File: src/rtl/start_light_seq.sv
// -----------------------------------------------------------------------------
// start_light_seq
//
// Start-light sequencer for the starting-line reaction game. Counts 1 ms ticks
// to light the start lights one per step, holds them all on for a fixed plus
// pseudo-random delay, turns them off ("go"), then measures the player's
// reaction time in ms. A press before "go" is reported as a false start.
//
// Ports:
//   i_clk          system clock
//   i_rst_n        synchronous, active-low reset
//   i_tick         one-cycle 1 ms strobe from the clock divider
//   i_start        one-cycle start request
//   i_react        one-cycle reaction press
//   o_lights       start lights, bit 0 lights first
//   o_busy         sequence or measurement in progress
//   o_valid        o_time_ms holds a valid result
//   o_false_start  last attempt was a press before "go"
//   o_time_ms      measured reaction time in ms (saturating)
//   o_best_ms      best reaction time since reset (only with the option below)
//
// Optional feature:
//   START_LIGHT_SEQ_BEST_EN  adds o_best_ms and the best-time register.
// -----------------------------------------------------------------------------
module start_light_seq #(
    parameter int NUM_LIGHTS  = 5,
    parameter int STEP_MS     = 1000,
    parameter int MIN_HOLD_MS = 200,
    parameter int RAND_W      = 12,
    parameter int TIME_W      = 16
) (
    input  logic                  i_clk,
    input  logic                  i_rst_n,
    input  logic                  i_tick,
    input  logic                  i_start,
    input  logic                  i_react,
    output logic [NUM_LIGHTS-1:0] o_lights,
    output logic                  o_busy,
    output logic                  o_valid,
    output logic                  o_false_start,
`ifdef START_LIGHT_SEQ_BEST_EN
    output logic [TIME_W-1:0]     o_best_ms,
`endif
    output logic [TIME_W-1:0]     o_time_ms
);

    typedef enum logic [2:0] {
        S_IDLE,
        S_LIGHTS,
        S_HOLD,
        S_GO,
        S_DONE,
        S_FALSE
    } state_t;

    localparam logic [NUM_LIGHTS-1:0] ALL_ON    = {NUM_LIGHTS{1'b1}};
    localparam logic [NUM_LIGHTS-1:0] FIRST_ON  = NUM_LIGHTS'(1);
    localparam logic [TIME_W-1:0]     STEP_LAST = TIME_W'(STEP_MS - 1);
    localparam logic [TIME_W-1:0]     MIN_HOLD  = TIME_W'(MIN_HOLD_MS);
    localparam logic [TIME_W-1:0]     CNT_MAX   = {TIME_W{1'b1}};
    localparam logic [15:0]           LFSR_SEED = 16'hACE1;

    state_t                  state_q, state_d;
    logic [NUM_LIGHTS-1:0]   lights_q, lights_d;
    logic                    busy_q, busy_d;
    logic                    valid_q, valid_d;
    logic                    false_q, false_d;
    logic [TIME_W-1:0]       time_q, time_d;
    logic [TIME_W-1:0]       cnt_q, cnt_d;
    logic [TIME_W-1:0]       target_q, target_d;
    logic [15:0]             lfsr_q, lfsr_d;
`ifdef START_LIGHT_SEQ_BEST_EN
    logic [TIME_W-1:0]       best_q, best_d;
`endif

    logic hold_done;

    // A zero target (only reachable with MIN_HOLD_MS=0) ends the hold on the
    // first tick instead of waiting for the counter to wrap.
    assign hold_done = (target_q == '0) || (cnt_q == target_q - 1'b1);

    // Next-state and next-output logic. A press before "go" always wins over
    // a tick arriving in the same cycle, so it is tested first.
    always_comb begin
        state_d  = state_q;
        lights_d = lights_q;
        busy_d   = busy_q;
        valid_d  = valid_q;
        false_d  = false_q;
        time_d   = time_q;
        cnt_d    = cnt_q;
        target_d = target_q;
`ifdef START_LIGHT_SEQ_BEST_EN
        best_d   = best_q;
`endif
        // Fibonacci LFSR, taps 16,14,13,11, free-running every cycle.
        lfsr_d = {lfsr_q[14:0], lfsr_q[15] ^ lfsr_q[13] ^ lfsr_q[12] ^ lfsr_q[10]};

        case (state_q)
            S_IDLE, S_DONE, S_FALSE: begin
                if (i_start) begin
                    state_d  = S_LIGHTS;
                    lights_d = FIRST_ON;
                    cnt_d    = '0;
                    busy_d   = 1'b1;
                    valid_d  = 1'b0;
                    false_d  = 1'b0;
                end
            end
            S_LIGHTS: begin
                if (i_react) begin
                    state_d  = S_FALSE;
                    lights_d = ALL_ON;
                    false_d  = 1'b1;
                    busy_d   = 1'b0;
                    valid_d  = 1'b0;
                end else if (i_tick) begin
                    if (cnt_q == STEP_LAST) begin
                        cnt_d = '0;
                        if (lights_q != ALL_ON) begin
                            lights_d = (lights_q << 1) | FIRST_ON;
                        end else begin
                            state_d  = S_HOLD;
                            target_d = MIN_HOLD + TIME_W'(lfsr_q[RAND_W-1:0]);
                        end
                    end else begin
                        cnt_d = cnt_q + 1'b1;
                    end
                end
            end
            S_HOLD: begin
                if (i_react) begin
                    state_d  = S_FALSE;
                    lights_d = ALL_ON;
                    false_d  = 1'b1;
                    busy_d   = 1'b0;
                    valid_d  = 1'b0;
                end else if (i_tick) begin
                    if (hold_done) begin
                        state_d  = S_GO;
                        lights_d = '0;
                        cnt_d    = '0;
                    end else begin
                        cnt_d = cnt_q + 1'b1;
                    end
                end
            end
            S_GO: begin
                // The reported time is the count before any same-cycle tick.
                if (i_react) begin
                    state_d = S_DONE;
                    time_d  = cnt_q;
                    valid_d = 1'b1;
                    busy_d  = 1'b0;
`ifdef START_LIGHT_SEQ_BEST_EN
                    if (cnt_q < best_q) begin
                        best_d = cnt_q;
                    end
`endif
                end else if (i_tick && (cnt_q != CNT_MAX)) begin
                    cnt_d = cnt_q + 1'b1;
                end
            end
            default: begin
                state_d = S_IDLE;
            end
        endcase
    end

    // State register; reset aborts any sequence in progress.
    always_ff @(posedge i_clk) begin
        if (!i_rst_n) begin
            state_q  <= S_IDLE;
            lights_q <= '0;
            busy_q   <= 1'b0;
            valid_q  <= 1'b0;
            false_q  <= 1'b0;
            time_q   <= '0;
            cnt_q    <= '0;
            target_q <= '0;
            lfsr_q   <= LFSR_SEED;
`ifdef START_LIGHT_SEQ_BEST_EN
            best_q   <= CNT_MAX;
`endif
        end else begin
            state_q  <= state_d;
            lights_q <= lights_d;
            busy_q   <= busy_d;
            valid_q  <= valid_d;
            false_q  <= false_d;
            time_q   <= time_d;
            cnt_q    <= cnt_d;
            target_q <= target_d;
            lfsr_q   <= lfsr_d;
`ifdef START_LIGHT_SEQ_BEST_EN
            best_q   <= best_d;
`endif
        end
    end

    assign o_lights      = lights_q;
    assign o_busy        = busy_q;
    assign o_valid       = valid_q;
    assign o_false_start = false_q;
    assign o_time_ms     = time_q;
`ifdef START_LIGHT_SEQ_BEST_EN
    assign o_best_ms     = best_q;
`endif

endmodule
File: config.mk
export PLATFORM = sky130hd
export DESIGN_NAME = start_light_seq
export DESIGN_NICKNAME = d
export VERILOG_FILES = /design/src/rtl/start_light_seq.sv
export SDC_FILE = /design/constraint.sdc
export NUM_CORES = 1
export LEC_CHECK = 0
export CORE_MARGIN = 3
export CORE_UTILIZATION = 40
export DETAILED_ROUTE_END_ITERATION = 8
export SYNTH_ARGS = -nofsm -noshare
export SYNTH_HDL_FRONTEND = slang
export SYNTH_SLANG_ARGS = --single-unit
File: constraint.sdc
create_clock -name i_clk -period 3.3 [get_ports i_clk]
set_input_delay 0.33 -clock i_clk [delete_from_list [all_inputs] [get_ports i_clk]]
set_output_delay 0.33 -clock i_clk [all_outputs]
set_load 0.03 [all_outputs]
# After elaboration in Yosys (flattened, before gate mapping)
# Index checks and enable logic that the tools add are counted.
# classes
add_sub_neg	3
n_mux	36
n_eq_ne	25
bitwise	5
n_reduce_logical	20
# ops
op	count
16-bit two-way mux	9
16-bit case mux with 4 select lines	1
5-bit two-way mux	8
3-bit two-way mux	9
3-bit != test (second input constant)	6
16-bit by 1-bit adder with 16-bit output (second input constant)	1
16-bit by 10-bit equality test with 1-bit output (second input constant)	1
16-bit equality test	1
16-bit logical NOT	1
16-bit != test (second input constant)	1
2-bit != test (second input constant)	8
16-bit by 1-bit subtractor with 16-bit output (second input constant)	1
5-bit case mux with 3 select lines	1
7-bit AND reduction	2
8-bit by 12-bit adder with 13-bit output (first input constant)	1
3-bit case mux with 4 select lines	1
8-bit AND reduction	1
3-bit by 2-bit equality test with 1-bit output (second input constant)	2
3-bit equality test (second input constant)	2
3-bit AND reduction	2
3-bit nonzero test	2
3-bit OR reduction	2
5-bit != test (second input constant)	1
5-bit AND reduction	1
15 further kinds	24
# totals
in_bits	5
out_inout_bits	24
wordCells	98
ff_bits	75

# Depth between registers and ports, before layout
# Gate-level depths: netlist (run 1).
# depth
word_depth	7
mapped_depth	11
mapped_depth_nobuf	10

# Worst setup path before layout (run 1)
# OpenSTA, ideal clock, no wires.
# synth_timing
path_kind	flip-flop to flip-flop
from	register target_q[0]
to	register cnt_q[7]
n_path_buf	1
arrival_ns	2.589
setup_slack_ns	0.576
t_required_ns	3.166
period_less_slack_ns	2.724
stages_incl_launch_ff	12
path_cell_list	dfxtp_1 inv_1 ha_1 or3b_2 nor3_1 xnor2_1 nand2_1 or4_4 o21a_2 buf_6 nand3_1 o311ai_1
# synth_via
elab_chain_len	7
# synth_lines
item	line_no	rtl
start, declared	70	logic [TIME_W-1:0] target_q, target_d;
start signal, assigned	193	target_q <= target_d;
16-bit by 1-bit subtractor with 16-bit output	80	assign hold_done = (target_q == '0) || (cnt_q == target_q - 1'b1);
16-bit equality test	80	
1-bit logical OR *	80	
16-bit two-way mux *	139	if (hold_done) begin
16-bit two-way mux *	138	end else if (i_tick) begin
16-bit two-way mux *	132	if (i_react) begin
16-bit case mux with 4 select lines *	99	case (state_q)
end signal, assigned	192	cnt_q <= cnt_d;
end, declared	69	logic [TIME_W-1:0] cnt_q, cnt_d;
# Mark *: on every way between the ends. The rest lies on a longest branch, timed or not. The select of a mux whose other input is x is not followed.
# A chain may end at the register's enable or synchronous reset.

# Final worst setup path (run 1)
# layout_timing
from	register target_q[0]
to	register cnt_q[15]
# The elaborated chain is that of the path after synthesis.

==> results of run 1 <==
sequential cells by signal, indices dropped and copies added (netlist names):
name / cells
state_q: 3
o_valid: 1
o_lights: 5
o_busy: 1
o_time_ms: 16
target_q: 13
lfsr_q: 16
o_false_start: 1
cnt_q: 16
worst reg2reg max path, stage by stage (launching register included):
cell,delay [ns]
dfxtp_1,0.36
inv_1,0.10
ha_1,0.20
or3b_2,0.53
nor3_1,0.24
xnor2_1,0.15
nand2_1,0.06
or4_4,0.56
o211ai_4,0.41
nor4_1,0.11
a221o_1,0.27
cells by family (layout without fill, tap and decap cells):
family / count (synthesis) / after routing / share of synthesized area (%)
multiplexers: 9 / 9 / 2.38
buffers and inverters: 43 / 69 / 4.87
adder cells (fa/ha/maj): 4 / 4 / 1.32
AND/OR/NAND/NOR: 216 / 216 / 29.5
XOR/XNOR: 23 / 23 / 5.33
AO/OA/AOI/OAI: 101 / 101 / 18.4
flip-flops: 72 / 72 / 38.2
Yosys cell counts (all sizes together) (9+ instances only):
library cell / number
nand2b: 10
xor2: 11
o21ai: 27
dfxtp: 72
nand3: 22
nand2: 91
a21boi: 17
mux2i: 9
xnor2: 12
and2: 20
o311ai: 11
a21oi: 16
nor3: 11
inv: 12
nor2: 15
clkbuf: 25
power breakdown:
part	switching, W	internal (W)
Combinational	0.000153	0.000105
Sequential	0.0000395	0.000903
Clock	0.000345	0.000349
Total	0.000537	0.00136
stage by stage:
step / utilization [%] / hold WS, ns / total power (W) / area, sq um / worst slack (ns)
3_3_place_gp: 46.5 / 0.396 / 0.00122 / 4150 / 0.280
4_1_cts: 48.7 / 0.434 / 0.00192 / 4350 / 0.172
6_report: 48.7 / 0.427 / 0.00189 / 4350 / 0.212
5_1_grt: 48.7 / 0.441 / 0.00198 / 4350 / 0.00645
3_5_place_dp: 46.5 / 0.411 / 0.00122 / 4150 / 0.173
2_1_floorplan: - / 0.386 / 0.00114 / 3780 / 0.576
layout make-up:
| type | instances | area [sq um] |
|---|---|---|
| Clock buffer | 9 | 124 |
| Inverter | 12 | 45.0 |
| Multi-Input combinational cell | 353 | 2150 |
| Sequential cell | 72 | 1440 |
| Clock inverter | 7 | 71.3 |
| Tap cell | 108 | 135 |
| Timing Repair Buffer | 41 | 378 |
| Fill cell | 904 | 4590 |
metal layers:
layer	global-route usage (%)	routed length (microns)	part of all wire, %	up-vias
li1	-	-	-	1684
met1	23.3	4260	49	1523
met4	5.08	72	0.83	0
met3	3.55	316	3.6	7
met5	0	0	0	-
met2	27.6	4010	46	49
worst max path at each step:
stage	startpoint	end	slack, ns
detailed placement	target_q[0]	cnt_q[15]	0.17
CTS	target_q[0]	cnt_q[15]	0.17
finish	target_q[0]	cnt_q[15]	0.21
floorplan	target_q[0]	cnt_q[7]	0.58
global route	target_q[0]	cnt_q[15]	0.006
global placement	target_q[0]	cnt_q[15]	0.28
==> metrics.txt, run 1 <==
status finished clean; most common cell after layout, fill and taps aside nand2_1; Min-Delay Path Class flip-flop to flip-flop; hold endpoint lfsr_q[15]; critical path arrival 3.33 ns; cell row count 34; total track usage around 17%; worst-margin pin slew 0.711 ns; CTS max path bufs 2; TNS Setup 0 ns; HPWL Detailed 6.17 mm; Setup crit end kind flip-flop; post-route ant nets 0; die area 10600 sq um; reg2reg path depth 10; Yosys warning total 0; Post-synth EDFFs 0; most frequent cells in the layout nand2_1, dfxtp_1, clkdlybuf4s50_1; Critical Path Fanout Max 15; Post-Synthesis Cells 468; Starting Density 42.3%; static leakage 1.63 nW; Post-Route WL 8.66 mm; pwr dens 436 nW/um^2; width of the die 103 microns; die height 103 microns; Setup violations, final 0; hold-fix buffers at CTS 0; largest net degree at the start of global routing 41; unique cell type count in the Yosys netlist 57; worst path cell trace inv_1, ha_1, or3b_2, nor3_1, xnor2_1, nand2_1, or4_4, o211ai_4, nor4_1, a221o_1; Core Region 8930 sq um; CTS tree done; Initial DRT Pass Iterations 4; Final period util 93.6%; vias in the first global route 3036; vias 3263; CTS root buffer clkbuf_8; # Post-CTS Setup Buffers 0; Crit path depth 10; Hold Path Depth 1; Hold Crit Start lfsr_q[14]; layout cells sized above 1 8.91%; Period minus WS final 3.09 ns; CP peak stage delay 0.56 ns; FMAX 324 MHz; H-Tree Depth 3; aggregate global routing overflow 0; Critical path buffers and inverters 1; port bufs 28; CP Launch Type flip-flop; Largest delay share family, worst path simple AND/OR/NAND/NOR gates; Synth area leader dfxtp_1; syn_area_per_cell ~8.1 sq um; RSZ-0062 raised after global routing no; clk sinks around 70; final slew viol count 0; Final GP Congestion 0.886; cts repair resizes 0; I/O pins 29; post-synth top area share 38.2%; initial antenna violation count 0; CP Data Required Time 3.54 ns; Async S/R FF share, synth 0%; critical path class flip-flop to flip-flop; Skew-Pair Late Insertion Delay 0.35 ns; synthesized flop and latch total 72; slew margin rel. 52.5%; Max IR drop VDD 0.286 mV; Final Hold Fails 0; 1st-iter DRT viols approximately 170; critical path's slowest cell or4_4; clk slew on worst S/H paths 0.08 ns; post-DR vias/cell 5.42; Final nets between 400 and 500; Top FF cell, synth dfxtp_1; r2r setup slk 0.21 ns; Finished Layout Cells 602; # diodes 0; Reg-to-Reg End cnt_q[15]; Seq/Total Area, Yosys 38.2%; Clock Skew 0.0110 ns; DRC viols 0; Num CTS Buffers 9; first-pass GRT wire length around 14 mm; worst reg2reg startpoint target_q[0]; Synth Cell Area 3780 sq um; top cells by area, synth dfxtp_1, nand2_1, a21boi_0, and2_1, o21ai_0; Post-Syn Nets 477; Max-Cap Viols 0; Layout area overhead 15.1%; WL per Instance about 14 microns; DP Cell Count around 600
(Power assumes the default switching activity.)
==> inputs of run 2 (changes only) <==
SKIP_CTS_REPAIR_TIMING = 1   (was not set)
==> results of run 2 <==
Final layout, timing and power as in run 1 (identical DEF).
==> inputs of run 3 (changes only) <==
clock period = 2.5 ns   (was 3.3 ns; I/O delays follow)
==> run 3 against run 2 <==
  * The run now ends with setup timing left
  * Register-to-register slack got worse by 0.38 ns
  * Sequential cell count unchanged
  * Critical path depth is 2 lower
  * Setup slack worse by 0.38 ns
  * Die area did not move
  * Non-clock buffer count is 49 higher
  * Clock skew shrank 0.0053 ns
  * Largest cell class unchanged
  * Highest routed layer unchanged
==> metrics.txt, run 3 (same netlist as run 1, synthesis figures left out) <==
CTS root buffer clkbuf_8; WL per Instance 14.3 microns; first-pass GRT wire length 15.1 mm; most frequent cells in the layout nand2_1, dfxtp_1, buf_4; hold slack ~0.43 ns; clk sinks 72; critical path's slowest cell or4_4; clk slew on worst S/H paths 0.08 ns; vias 3464; Multi-input gate area around 2300 sq um; # diodes 0; Final nets 547; die height 103 microns; DRC viols 0; CTS tree done; HPWL Detailed 6.84 mm; final slew viol count 0; Critical Path Fanout Max 6; Final period util 107%; most common cell after layout, fill and taps aside nand2_1; 1st-iter DRT viols 219; Clock Skew 0.00573 ns; TNS Setup -2.29 ns; initial antenna violation count 0; Starting Density 42.3%; vias in the first global route 3186; Skew-Pair Late Insertion Delay 0.35 ns; H-Tree Depth 3; pwr dens between 500 and 600 nW/um^2; critical path arrival 2.90 ns; total track usage 18.1%; Setup crit end kind flip-flop; Period minus WS final roughly 2.7 ns; Max-Cap Viols 0; I/O pins 29; Min-Delay Path Class flip-flop to flip-flop; Sequential cell area 1450 sq um; Largest delay share family, worst path simple AND/OR/NAND/NOR gates; failing checks setup timing; largest net degree at the start of global routing 41; CP Launch Type flip-flop; width of the die 103 microns; most used cell along the critical path or4_4; Layout area overhead 31.9%; Post-Route WL approximately 9.3 mm; CP Data Required Time 2.74 ns; static leakage between 1.5 and 2 nW; Final Hold Fails 0; Core Region between 8000 and 9000 sq um; worst-margin pin slew 0.661 ns; post-DR vias/cell approximately 5.3; aggregate global routing overflow 0; Max IR drop VDD 0.475 mV; post-route ant nets 0; layout cells sized above 1 22.7%; FMAX 375 MHz; CTS max path bufs 2; worst path cell trace or4_4, nor4_4, and2_4, o311ai_2, or4_4, o211ai_4, nor4_2, a221o_1; Num CTS Buffers 9; CP peak stage delay about 0.58 ns; status complete, but fails checks; critical path class flip-flop to flip-flop; die area 10600 sq um; slew margin rel. 55.8%; RSZ-0062 raised after global routing yes; Critical path buffers and inverters 0; Setup violations, final 22; # fillers 843; Final WS setup -0.168 ns; Final GP Congestion just over 0.9; port bufs 28; Initial DRT Pass Iterations 4; cell row count 34
## run 3: cell type report
type	instances	area share, %
multi-input cells	353	47.0
flip-flops and latches	72	29.1
repair buffers	90	15.1
clock buffers	11	3.04
well taps	108	2.71
clock inverters	5	2.06
inverters	12	0.904
## run 3: metrics by stage
step                total power [W]  utilization, %  std cells  instance area, sq um  setup WS (ns)
floorplan                   0.00152               -        468                  3840      -0.000145
global placement            0.00164            51.1        633                  4560         -0.145
detailed placement          0.00165            51.1        633                  4560         -0.197
CTS                         0.00282            53.9        649                  4810         -0.209
global route                0.00292            55.8        651                  4980         -0.263
finish                      0.00280            55.8        651                  4980         -0.168
## run 3: per-layer routing
layer,GRT usage (%),vias to the layer above,wire [microns]
met4,5.68,0,112
met2,28.9,64,4270
met3,4.09,10,384
met5,0,-,0
li1,-,1778,-
met1,24.3,1612,4560
## run 3: path summary, 6_finish.rpt
check | startpoint | endpoint | slack (ns) | cells after the start
max | cnt_q[13] | cnt_q[15] | -0.17 | 8
min reg2reg | lfsr_q[14] | lfsr_q[15] | 0.43 | 1
max reg2reg | cnt_q[13] | cnt_q[15] | -0.17 | 8
min | lfsr_q[14] | lfsr_q[15] | 0.43 | 1
## run 3: where the power goes
| group | internal (W) | leakage, nW | switching [W] |
|---|---|---|---|
| clock | 0.000716 | 0.126 | 0.000450 |
| combinational | 0.000172 | 1.27 | 0.000231 |
| sequential | 0.00119 | 0.589 | 0.0000370 |
